$ cat config.mk
export PLATFORM = sky130hd
export DESIGN_NAME = fetch_hazard_ctrl
export DESIGN_NICKNAME = d
export VERILOG_FILES = /design/src/rtl/fetch_hazard_ctrl.sv
export SDC_FILE = /design/constraint.sdc
export NUM_CORES = 1
export LEC_CHECK = 0
export BUFFER_PORTS_ARGS = -buffer_cell sky130_fd_sc_hd__buf_2
export CORE_MARGIN = 4
export CORE_UTILIZATION = 45
export CTS_BUF_LIST = sky130_fd_sc_hd__clkbuf_8
export DETAILED_ROUTE_END_ITERATION = 8
export PLACE_DENSITY = 0.78
export SKIP_CTS_REPAIR_TIMING = 1
export SLEW_MARGIN = 20
export SYNTH_ARGS = -nofsm -noshare
export SYNTH_HDL_FRONTEND = slang
export SYNTH_SLANG_ARGS = --single-unit
$ cat constraint.sdc
create_clock -name clk_i -period 2.1 [get_ports clk_i]
set_input_delay 0.42 -clock clk_i [delete_from_list [all_inputs] [get_ports clk_i]]
set_output_delay 0.42 -clock clk_i [all_outputs]
set_load 0.005 [all_outputs]
$ cat src/rtl/fetch_hazard_ctrl.sv
// Front-end pipeline control: PC/IF-ID enables and flushes, ID/EX bubble, HALT, stall counter.
// Outputs are Mealy (same cycle as inputs); stalls hold PC and IF/ID, redirects win over all but HALT.
module fetch_hazard_ctrl #(
    parameter int unsigned FLUSH_CYCLES = 1,
    parameter logic [31:0] HALT_WORD    = 32'hFFFF_FFFF
) (
    input  logic        clk_i,
    input  logic        rst_ni,
    input  logic [31:0] id_instr_i,
    input  logic        ex_mem_read_i,
    input  logic [4:0]  ex_rd_i,
    input  logic        branch_taken_i,
    input  logic        imem_ready_i,
    input  logic        resume_i,
    output logic        pc_en_o,
    output logic        pc_load_o,
    output logic        ifid_en_o,
    output logic        ifid_flush_o,
    output logic        idex_bubble_o,
    output logic        halted_o,
    output logic [1:0]  state_o,
    output logic [15:0] stall_count_o
);

    typedef enum logic [1:0] {
        RUN      = 2'd0,
        FLUSH    = 2'd1,
        WAIT_MEM = 2'd2,
        HALT     = 2'd3
    } state_t;

    localparam logic [2:0] FLUSH_LOAD = 3'(FLUSH_CYCLES);

    state_t      state_q, state_d;
    logic [2:0]  cnt_q, cnt_d;
    logic [15:0] stall_q;
    logic        load_use;

    // XZR (r31) is never a real destination, so it cannot create a hazard.
    assign load_use = ex_mem_read_i && (ex_rd_i != 5'd31) &&
                      ((ex_rd_i == id_instr_i[9:5]) || (ex_rd_i == id_instr_i[20:16]));

    always_comb begin
        pc_en_o       = 1'b1;
        pc_load_o     = 1'b0;
        ifid_en_o     = 1'b1;
        ifid_flush_o  = 1'b0;
        idex_bubble_o = 1'b0;
        halted_o      = 1'b0;
        state_d       = state_q;
        cnt_d         = cnt_q;

        if (state_q == HALT) begin
            halted_o      = 1'b1;
            idex_bubble_o = 1'b1;
            if (resume_i) begin
                ifid_flush_o = 1'b1;
                state_d      = RUN;
            end else begin
                pc_en_o   = 1'b0;
                ifid_en_o = 1'b0;
            end
        end else if (branch_taken_i) begin
            pc_load_o     = 1'b1;
            ifid_flush_o  = 1'b1;
            idex_bubble_o = 1'b1;
            cnt_d         = FLUSH_LOAD;
            state_d       = (FLUSH_CYCLES > 0) ? FLUSH : RUN;
        end else begin
            case (state_q)
                RUN: begin
                    if (id_instr_i == HALT_WORD) begin
                        pc_en_o       = 1'b0;
                        ifid_en_o     = 1'b0;
                        idex_bubble_o = 1'b1;
                        state_d       = HALT;
                    end else if (load_use) begin
                        pc_en_o       = 1'b0;
                        ifid_en_o     = 1'b0;
                        idex_bubble_o = 1'b1;
                    end else if (!imem_ready_i) begin
                        pc_en_o      = 1'b0;
                        ifid_flush_o = 1'b1;
                        state_d      = WAIT_MEM;
                    end
                end
                FLUSH: begin
                    // Only cycles that actually return a word consume a flush slot.
                    ifid_flush_o = 1'b1;
                    if (imem_ready_i) begin
                        if (cnt_q <= 3'd1) begin
                            cnt_d   = 3'd0;
                            state_d = RUN;
                        end else begin
                            cnt_d = cnt_q - 3'd1;
                        end
                    end
                end
                WAIT_MEM: begin
                    if (load_use) begin
                        pc_en_o       = 1'b0;
                        ifid_en_o     = 1'b0;
                        idex_bubble_o = 1'b1;
                    end else if (!imem_ready_i) begin
                        pc_en_o      = 1'b0;
                        ifid_flush_o = 1'b1;
                    end else begin
                        state_d = RUN;
                    end
                end
                default: state_d = RUN;
            endcase
        end

        if (!rst_ni) begin
            pc_en_o       = 1'b0;
            pc_load_o     = 1'b0;
            ifid_en_o     = 1'b0;
            ifid_flush_o  = 1'b1;
            idex_bubble_o = 1'b1;
            halted_o      = 1'b0;
        end
    end

    always_ff @(posedge clk_i or negedge rst_ni) begin
        if (!rst_ni) begin
            state_q <= RUN;
            cnt_q   <= 3'd0;
            stall_q <= 16'd0;
        end else begin
            state_q <= state_d;
            cnt_q   <= cnt_d;
            if (!pc_en_o && (stall_q != 16'hFFFF)) begin
                stall_q <= stall_q + 16'd1;
            end
        end
    end

    assign state_o       = state_q;
    assign stall_count_o = stall_q;

endmodule
After elaboration in Yosys (flattened, before gate mapping)
Index checks and enable logic that the tools add are counted.
{"block": "totals", "reg_bits": 21, "input_bits": 43, "output_inout_bits": 24, "word_cells": 79}
{"block": "classes", "n_addsub": 2, "magnitude_cmp": 1, "eq_ne": 15, "mux": 47, "n_bitwise": 1, "n_reduce_logical": 10}
{"operator": "$eq A32 B32 Y1 const B", "n": 1}
{"operator": "$mux W1", "n": 28}
{"operator": "$mux W2", "n": 10}
{"operator": "$add A16 B1 Y16 const B", "n": 1}
{"operator": "$ne A16 B16 Y1 const B", "n": 1}
{"operator": "$ne A4 B4 Y1 const B", "n": 4}
{"operator": "$ne A5 B5 Y1 const B", "n": 3}
{"operator": "$mux W3", "n": 4}
{"operator": "$eq A5 B5 Y1", "n": 2}
{"operator": "$reduce_and A7 Y1", "n": 1}
{"operator": "$pmux W1 S2", "n": 3}
{"operator": "$pmux W2 S3", "n": 1}
{"operator": "$eq A2 B2 Y1 const B", "n": 2}
{"operator": "$reduce_bool A2 Y1", "n": 2}
{"operator": "$le A3 B1 Y1 const B", "n": 1}
{"operator": "$logic_and A1 B1 Y1", "n": 3}
{"operator": "$pmux W1 S3", "n": 1}
{"operator": "$reduce_and A3 Y1", "n": 1}
{"operator": "$sub A3 B1 Y3 const B", "n": 1}
{"operator": "$eq A2 B1 Y1 const B", "n": 1}
{"operator": "$logic_not A2 Y1", "n": 1}
{"operator": "$ne A2 B2 Y1 const B", "n": 1}
{"operator": "$logic_not A1 Y1", "n": 1}
{"operator": "$logic_or A1 B1 Y1", "n": 1}
{"operator": "$not A1 Y1", "n": 1}

Depth between registers and ports, before layout
Gate-level depths: netlist of the first run.
{"block": "logic_depth", "ltp_word": 11, "ltp_mapped": 8, "ltp_nobuf": 7}

Least setup slack after synthesis of the first run
Ideal clock, no wire load.
{"block": "synth_path", "path_kind": "input -> register", "startpoint": "input id_instr_i[21]", "endpoint": "register stall_q[15] (netlist: stall_count_o[15])", "setup_ns": 0.124, "t_arrival_ns": 2.000, "required_ns": 1.976, "path_slack_ns": -0.024, "path_stages": 8, "n_path_buf": 1, "cell_sequence": "nand4_1 > or4_4 > nor3_4 > o21ai_2 > a21oi_2 > buf_6 > nand4_2 > xnor2_1"}
{"block": "synth_between", "elab_chain_len": 8}
{"item": "from (decl)", "line": "9", "source": "input logic [31:0] id_instr_i,"}
{"item": "$eq A32 B32 Y1", "line": "72", "source": "if (id_instr_i == HALT_WORD) begin"}
{"item": "$mux W1", "line": "72"}
{"item": "$pmux W1 S2", "line": "70", "source": "case (state_q)"}
{"item": "$mux W1", "line": "63", "source": "end else if (branch_taken_i) begin"}
{"item": "$mux W1", "line": "53", "source": "if (state_q == HALT) begin"}
{"item": "$mux W1", "line": "115", "source": "if (!rst_ni) begin"}
{"item": "$logic_not A1 Y1", "line": "133", "source": "if (!pc_en_o && (stall_q != 16'hFFFF)) begin"}
{"item": "$logic_and A1 B1 Y1", "line": "133"}
{"item": "to (signal assigned)", "line": "134", "source": "stall_q <= stall_q + 16'd1;"}
{"item": "to (decl)", "line": "36", "source": "logic [15:0] stall_q;"}
Every way passes these cells.
A chain may end at the register's enable or synchronous reset.

Worst setup path in the final report of the first run
{"block": "layout_path", "startpoint": "input id_instr_i[21]", "endpoint": "output ifid_flush_o"}
{"block": "layout_between", "elab_chain_len": 6}
{"item": "$eq A32 B32 Y1", "line": "72"}
{"item": "$mux W1", "line": "72"}
{"item": "$pmux W1 S3", "line": "70"}
{"item": "$mux W1", "line": "63"}
{"item": "$mux W1", "line": "53"}
{"item": "$mux W1", "line": "115"}
{"item": "to (decl)", "line": "18", "source": "output logic ifid_flush_o,"}
Every way passes these cells.

==> run summary, run 1 <==
Dpl hpwl: 3040 um
Starting density of the core: 0.468
Worst setup margin: -0.200 ns
Final nets: 285
PortBufs: 66
Final WL: 3990 um
Max VDD drop: 0.420 mV
Post-Layout Cell Count: 282
Area grow syn2layout: 42.5%
Ratio of cells with drive above 1 in the final layout: 0.429
Wirelength per Cell: 14.1 um
PD cells: 709 nW/um^2
#FFs+latches synth: 21
First DRT Iteration DRCs: 69
Startpoint types: input port
Max cap viols: 0
FF-to-FF path depth: 7
Most common cell after layout, fill and taps aside: buf_2
First-pass GRT wire length: 6240 um
Tmin final: 2.30 ns
Initial antenna violation count: 0
Worst-path fanout max: 6
Setup CP Type: input port to output port
Max-slew violations: 0
Least-Margin Pin Slew: 0.310 ns
Yosys warns: 0
Final worst-path cycle share: 1.10
FP Rows: 20
Leak: 0.964 nW
Netlist cell types: 40
Post-Syn Nets: 200
Synthesized area per cell: 9.21 um^2
Die height: 64.1 um
Worst Skew: 0.00342 ns
Worst Path Arrival: 1.88 ns
Setup TNS: -0.567 ns
RSZ-0062 raised after global routing: yes
Vias in the first global route: 1446
Synth Instances: 154
Grt total ovfl: 0
CTS root buf: clkbuf_8
Failing checks: negative setup slack
Vias per cell: 5.32
Status: finished, violations left
Worst setup EP type: output port
TritonCTS clock tree: yes
Io pins: 67
RePlAce Congestion: 0.844
H-tree depth: 1
Clk slew on worst S/H paths: 0.08 ns
Fmax: 0.435 GHz
Commonest cells after routing, fill and taps aside: buf_2 (59), xnor2_1 (22), dfrtp_1 (21)
DR pass1 iterations: 4
Slew margin rel.: 0.791
Core area: 3030 um^2
Clock sink total: 21
ANT cells: 0
Via count: 1501
Antenna-violating nets left: 0
DRC: 0
CTS Buf Count: 3
Clock tree buffer depth: 2
Die footprint: 4110 um^2
Setup-failing EPs final: 4
DP Cell Count: 276
Largest net degree at the start of global routing: 26
CP required: 1.68 ns
Die Width: 64.1 um
Final Hold Viols: 0
Overall Global Routing Usage: 0.188
Synthesized cell area: 1420 um^2
Clk_lat worst skew: 0.26 ns
Hold crit path type: input port to asynchronous set/reset pin
Seq/Total Area, Yosys: 0.371
==> metrics by stage <==
step                      power, mW  cell area (um^2)   util  setup WS [ns]  hold slack (ns)
after floorplan               0.901              1420      -        -0.0138            0.124
after global placement         1.12              1890  0.625         -0.197            0.425
after detailed placement       1.14              1890  0.625         -0.229            0.433
after CTS                      1.42              1940  0.640         -0.217            0.153
after global routing           1.53              2020  0.667         -0.260            0.179
final                          1.43              2020  0.667         -0.200            0.140
==> metal layers <==
metal  GRT usage  up-vias  share of wire  routed length, um
met4      0.0580        0          0.019                 77
li1            -      728              -                  -
met2       0.337       53           0.52               2080
met1       0.233      706           0.42               1680
met5           0        -              0                  0
met3      0.0228       14          0.037                149
==> flip-flops by register name (all words and copies together) (netlist names) <==
register       count
cnt_q              3
state_o            2
stall_count_o     16
==> worst paths after layout <==
check / start / to / slack [ns]
worst min register to register: cnt_q[1]$_DFFE_PN0P_ / cnt_q[1]$_DFFE_PN0P_ / 0.49
worst max register to register: state_o[1]$_DFFE_PN0P_ / stall_count_o[1]$_DFFE_PN0P_ / 0.19
min in group clk_i: cnt_q[1]$_DFFE_PN0P_ / cnt_q[1]$_DFFE_PN0P_ / 0.49
worst max-delay path: id_instr_i[21] / ifid_flush_o / -0.20
max in group asynchronous: rst_ni / stall_count_o[9]$_DFFE_PN0P_ / 1.72
worst min-delay path: rst_ni / state_o[0]$_DFFE_PN0P_ / 0.14
==> kinds of logic (layout without fill, tap and decap cells) <==
group	after synthesis	in the layout	share of synthesized area
adders and majority gates	3	3	0.0265
buffers and inverters	8	92	0.0291
muxes	4	4	0.0318
and+or+nand+nor	72	72	0.284
DFF	21	21	0.371
xor gates and xnor gates	23	23	0.142
AOI/OAI and AO/OA	23	23	0.116
==> synthesized netlist by cell type <==
library cell	instances	area, um^2
o31ai_1	2	15.0
and2_1	1	6.26
mux2_2	4	45.0
a31oi_1	1	6.26
o21a_1	1	7.51
nand3_1	11	55.1
o211a_1	1	10.0
a21o_1	1	7.51
or4_1	1	7.51
o22a_1	1	8.76
inv_1	6	22.5
nand4b_1	1	8.76
xnor2_1	22	193
a32oi_1	2	17.5
nand4_2	2	25.0
xor2_1	1	8.76
or2_2	1	6.26
or4_2	1	8.76
nand2_1	18	67.6
o21ai_2	1	8.76
and3_1	5	31.3
o21ai_0	3	15.0
nand2b_1	2	12.5
and4_1	1	8.76
ha_1	3	37.5
nand3b_1	1	7.51
a211oi_1	1	7.51
nor3_1	3	15.0
a21oi_2	1	8.76
dfrtp_1	21	526
o21bai_1	2	15.0
nand4_1	13	81.3
buf_6	1	11.3
or4_4	1	11.3
nor2_1	9	33.8
buf_4	1	7.51
nor3_4	1	16.3
a21oi_1	2	10.0
o22ai_1	3	18.8
a21boi_0	1	7.51
==> area by class of cell <==
type	count	area, um^2
clock buffer	3	41.3
clock inverter	1	5.00
fill	260	1010
inverter	6	22.5
multi-input combinational	125	868
sequential	21	526
tap	44	55.1
timing repair buffer	82	502
==> critical path, cell delays in order <==
cell and delay [ns]:
buf_6 0.06, nand4_1 0.09, or4_4 0.57, nor3_4 0.31, nor3_2 0.08, o22ai_1 0.13, nand2_1 0.07, buf_2 0.14
==> power breakdown <==
| group | switching (mW) | internal, mW | total, mW | leakage [nW] |
|---|---|---|---|---|
| clock network | 0.134 | 0.132 | 0.266 | 0.0255 |
| logic | 0.268 | 0.288 | 0.556 | 0.664 |
| registers | 0.116 | 0.494 | 0.609 | 0.274 |
No activity file was read; power rests on OpenSTA's default activity.
==> run 2, diff against run 1 <==
Settings changed: CORE_UTILIZATION 45 to 48, PLACE_DENSITY 0.78 to 0.82.
==> run summary, run 2 (synthesis results as in run 1) <==
Final Hold Viols: 0
Antenna-violating nets left: 0
Commonest cells after routing, fill and taps aside: buf_2 (55), dfrtp_1 (21), xnor2_1 (20)
Overall Global Routing Usage: 0.191
Vias in the first global route: 1451
First-pass GRT wire length: 6330 um
Die footprint: 3890 um^2
ANT cells: 0
Largest register FFs: 16
Initial antenna violation count: 0
RSZ-0062 raised after global routing: yes
Clock tree buffer depth: 2
Leak: 1.02 nW
Grt total ovfl: 0
RePlAce Congestion: 0.827
PD cells: 706 nW/um^2
Final worst-path cycle share: 1.12
TritonCTS clock tree: yes
Clk slew on worst S/H paths: 0.08 ns
FILL cells: 216
Hold crit path type: input port to asynchronous set/reset pin
Fmax: 0.423 GHz
Failing checks: negative setup slack
Io pins: 67
R2R Path Start: stall_count_o[3]$_DFFE_PN0P_
H-tree depth: 1
R2r setup slk: 0.12 ns
FP Rows: 19
Least-Margin Pin Slew: 0.575 ns
Max VDD drop: 0.650 mV
PortBufs: 66
Setup CP Type: input port to output port
Worst setup margin: -0.262 ns
Status: finished, violations left
Max cap viols: 0
Wirelength per Cell: 14.9 um
CTS Buf Count: 3
Die height: 62.3 um
Worst-path fanout max: 6
DR pass1 iterations: 4
Clk_lat worst skew: 0.26 ns
Starting density of the core: 0.510
Final nets: 284
Via count: 1470
Most common cell after layout, fill and taps aside: buf_2
Worst setup EP type: output port
DP Cell Count: 261
Slew margin rel.: 0.614
Worst Skew: 0.00152 ns
Setup TNS: -2.46 ns
Largest net degree at the start of global routing: 26
Post-Layout Cell Count: 268
Storage element area: 526 um^2
Worst Path Arrival: 1.94 ns
Area grow syn2layout: 47.0%
Footprint of the multi-input gates: 936 um^2
DRC: 0
CTS root buf: clkbuf_8
First DRT Iteration DRCs: 94
Vias per cell: 5.49
Startpoint types: input port
Dpl hpwl: 2900 um
FF-to-FF path depth: 7
Max-slew violations: 0
Tmin final: 2.36 ns
Ratio of cells with drive above 1 in the final layout: 0.460
Final WL: 3990 um
Final Power: 1.47 mW
Die Width: 62.3 um
R2r endpoint: stall_count_o[1]$_DFFE_PN0P_
Setup-failing EPs final: 18
Clock sink total: 21
Core area: 2780 um^2
CP required: 1.68 ns
run 2: report_power, final:
part	total (mW)	internal, mW	switching [mW]
sequential	0.614	0.494	0.120
combinational	0.588	0.313	0.275
clock	0.269	0.132	0.137
run 2: cell type report:
| type | count | area share |
|---|---|---|
| Tap cell | 31 | 0.0186 |
| Sequential cell | 21 | 0.252 |
| Timing Repair Buffer | 81 | 0.247 |
| Clock inverter | 1 | 0.00240 |
| Multi-Input combinational cell | 125 | 0.449 |
| Clock buffer | 3 | 0.0198 |
| Inverter | 6 | 0.0108 |
run 2: layer usage:
metal / vias up / global-route usage / part of all wire
li1: 733 / - / -
met1: 696 / 0.251 / 0.44
met2: 34 / 0.321 / 0.50
met3: 7 / 0.0324 / 0.041
met4: 0 / 0.0531 / 0.017
met5: - / 0 / 0
run 2: how the worst max path moves through the flow:
stage | start | end | slack, ns | cells past startpoint
floorplan | id_instr_i[4] | stall_count_o[15]$_DFFE_PN0P_ | -0.01 | 8
global placement | ex_rd_i[0] | pc_en_o | -0.19 | 8
detailed placement | id_instr_i[4] | stall_count_o[1]$_DFFE_PN0P_ | -0.22 | 8
CTS | ex_rd_i[1] | pc_en_o | -0.20 | 8
global route | id_instr_i[9] | idex_bubble_o | -0.36 | 8
finish | id_instr_i[9] | idex_bubble_o | -0.26 | 8
run 2: critical path, cell delays in order:
cell and delay, ns:
buf_6 0.07, nand4_1 0.15, or4_4 0.58, nor3_4 0.30, buf_4 0.17, o31ai_2 0.06
nand3b_1 0.07, buf_2 0.11
run 2: stage by stage:
step | utilization | setup WS (ns) | area (um^2) | hold WS [ns]
6_report | 0.749 | -0.262 | 2080 | 0.133
5_1_grt | 0.749 | -0.359 | 2080 | 0.159
4_1_cts | 0.686 | -0.197 | 1910 | 0.146
3_5_place_dp | 0.669 | -0.217 | 1860 | 0.427
3_3_place_gp | 0.669 | -0.192 | 1860 | 0.425
2_1_floorplan | - | -0.0138 | 1420 | 0.124
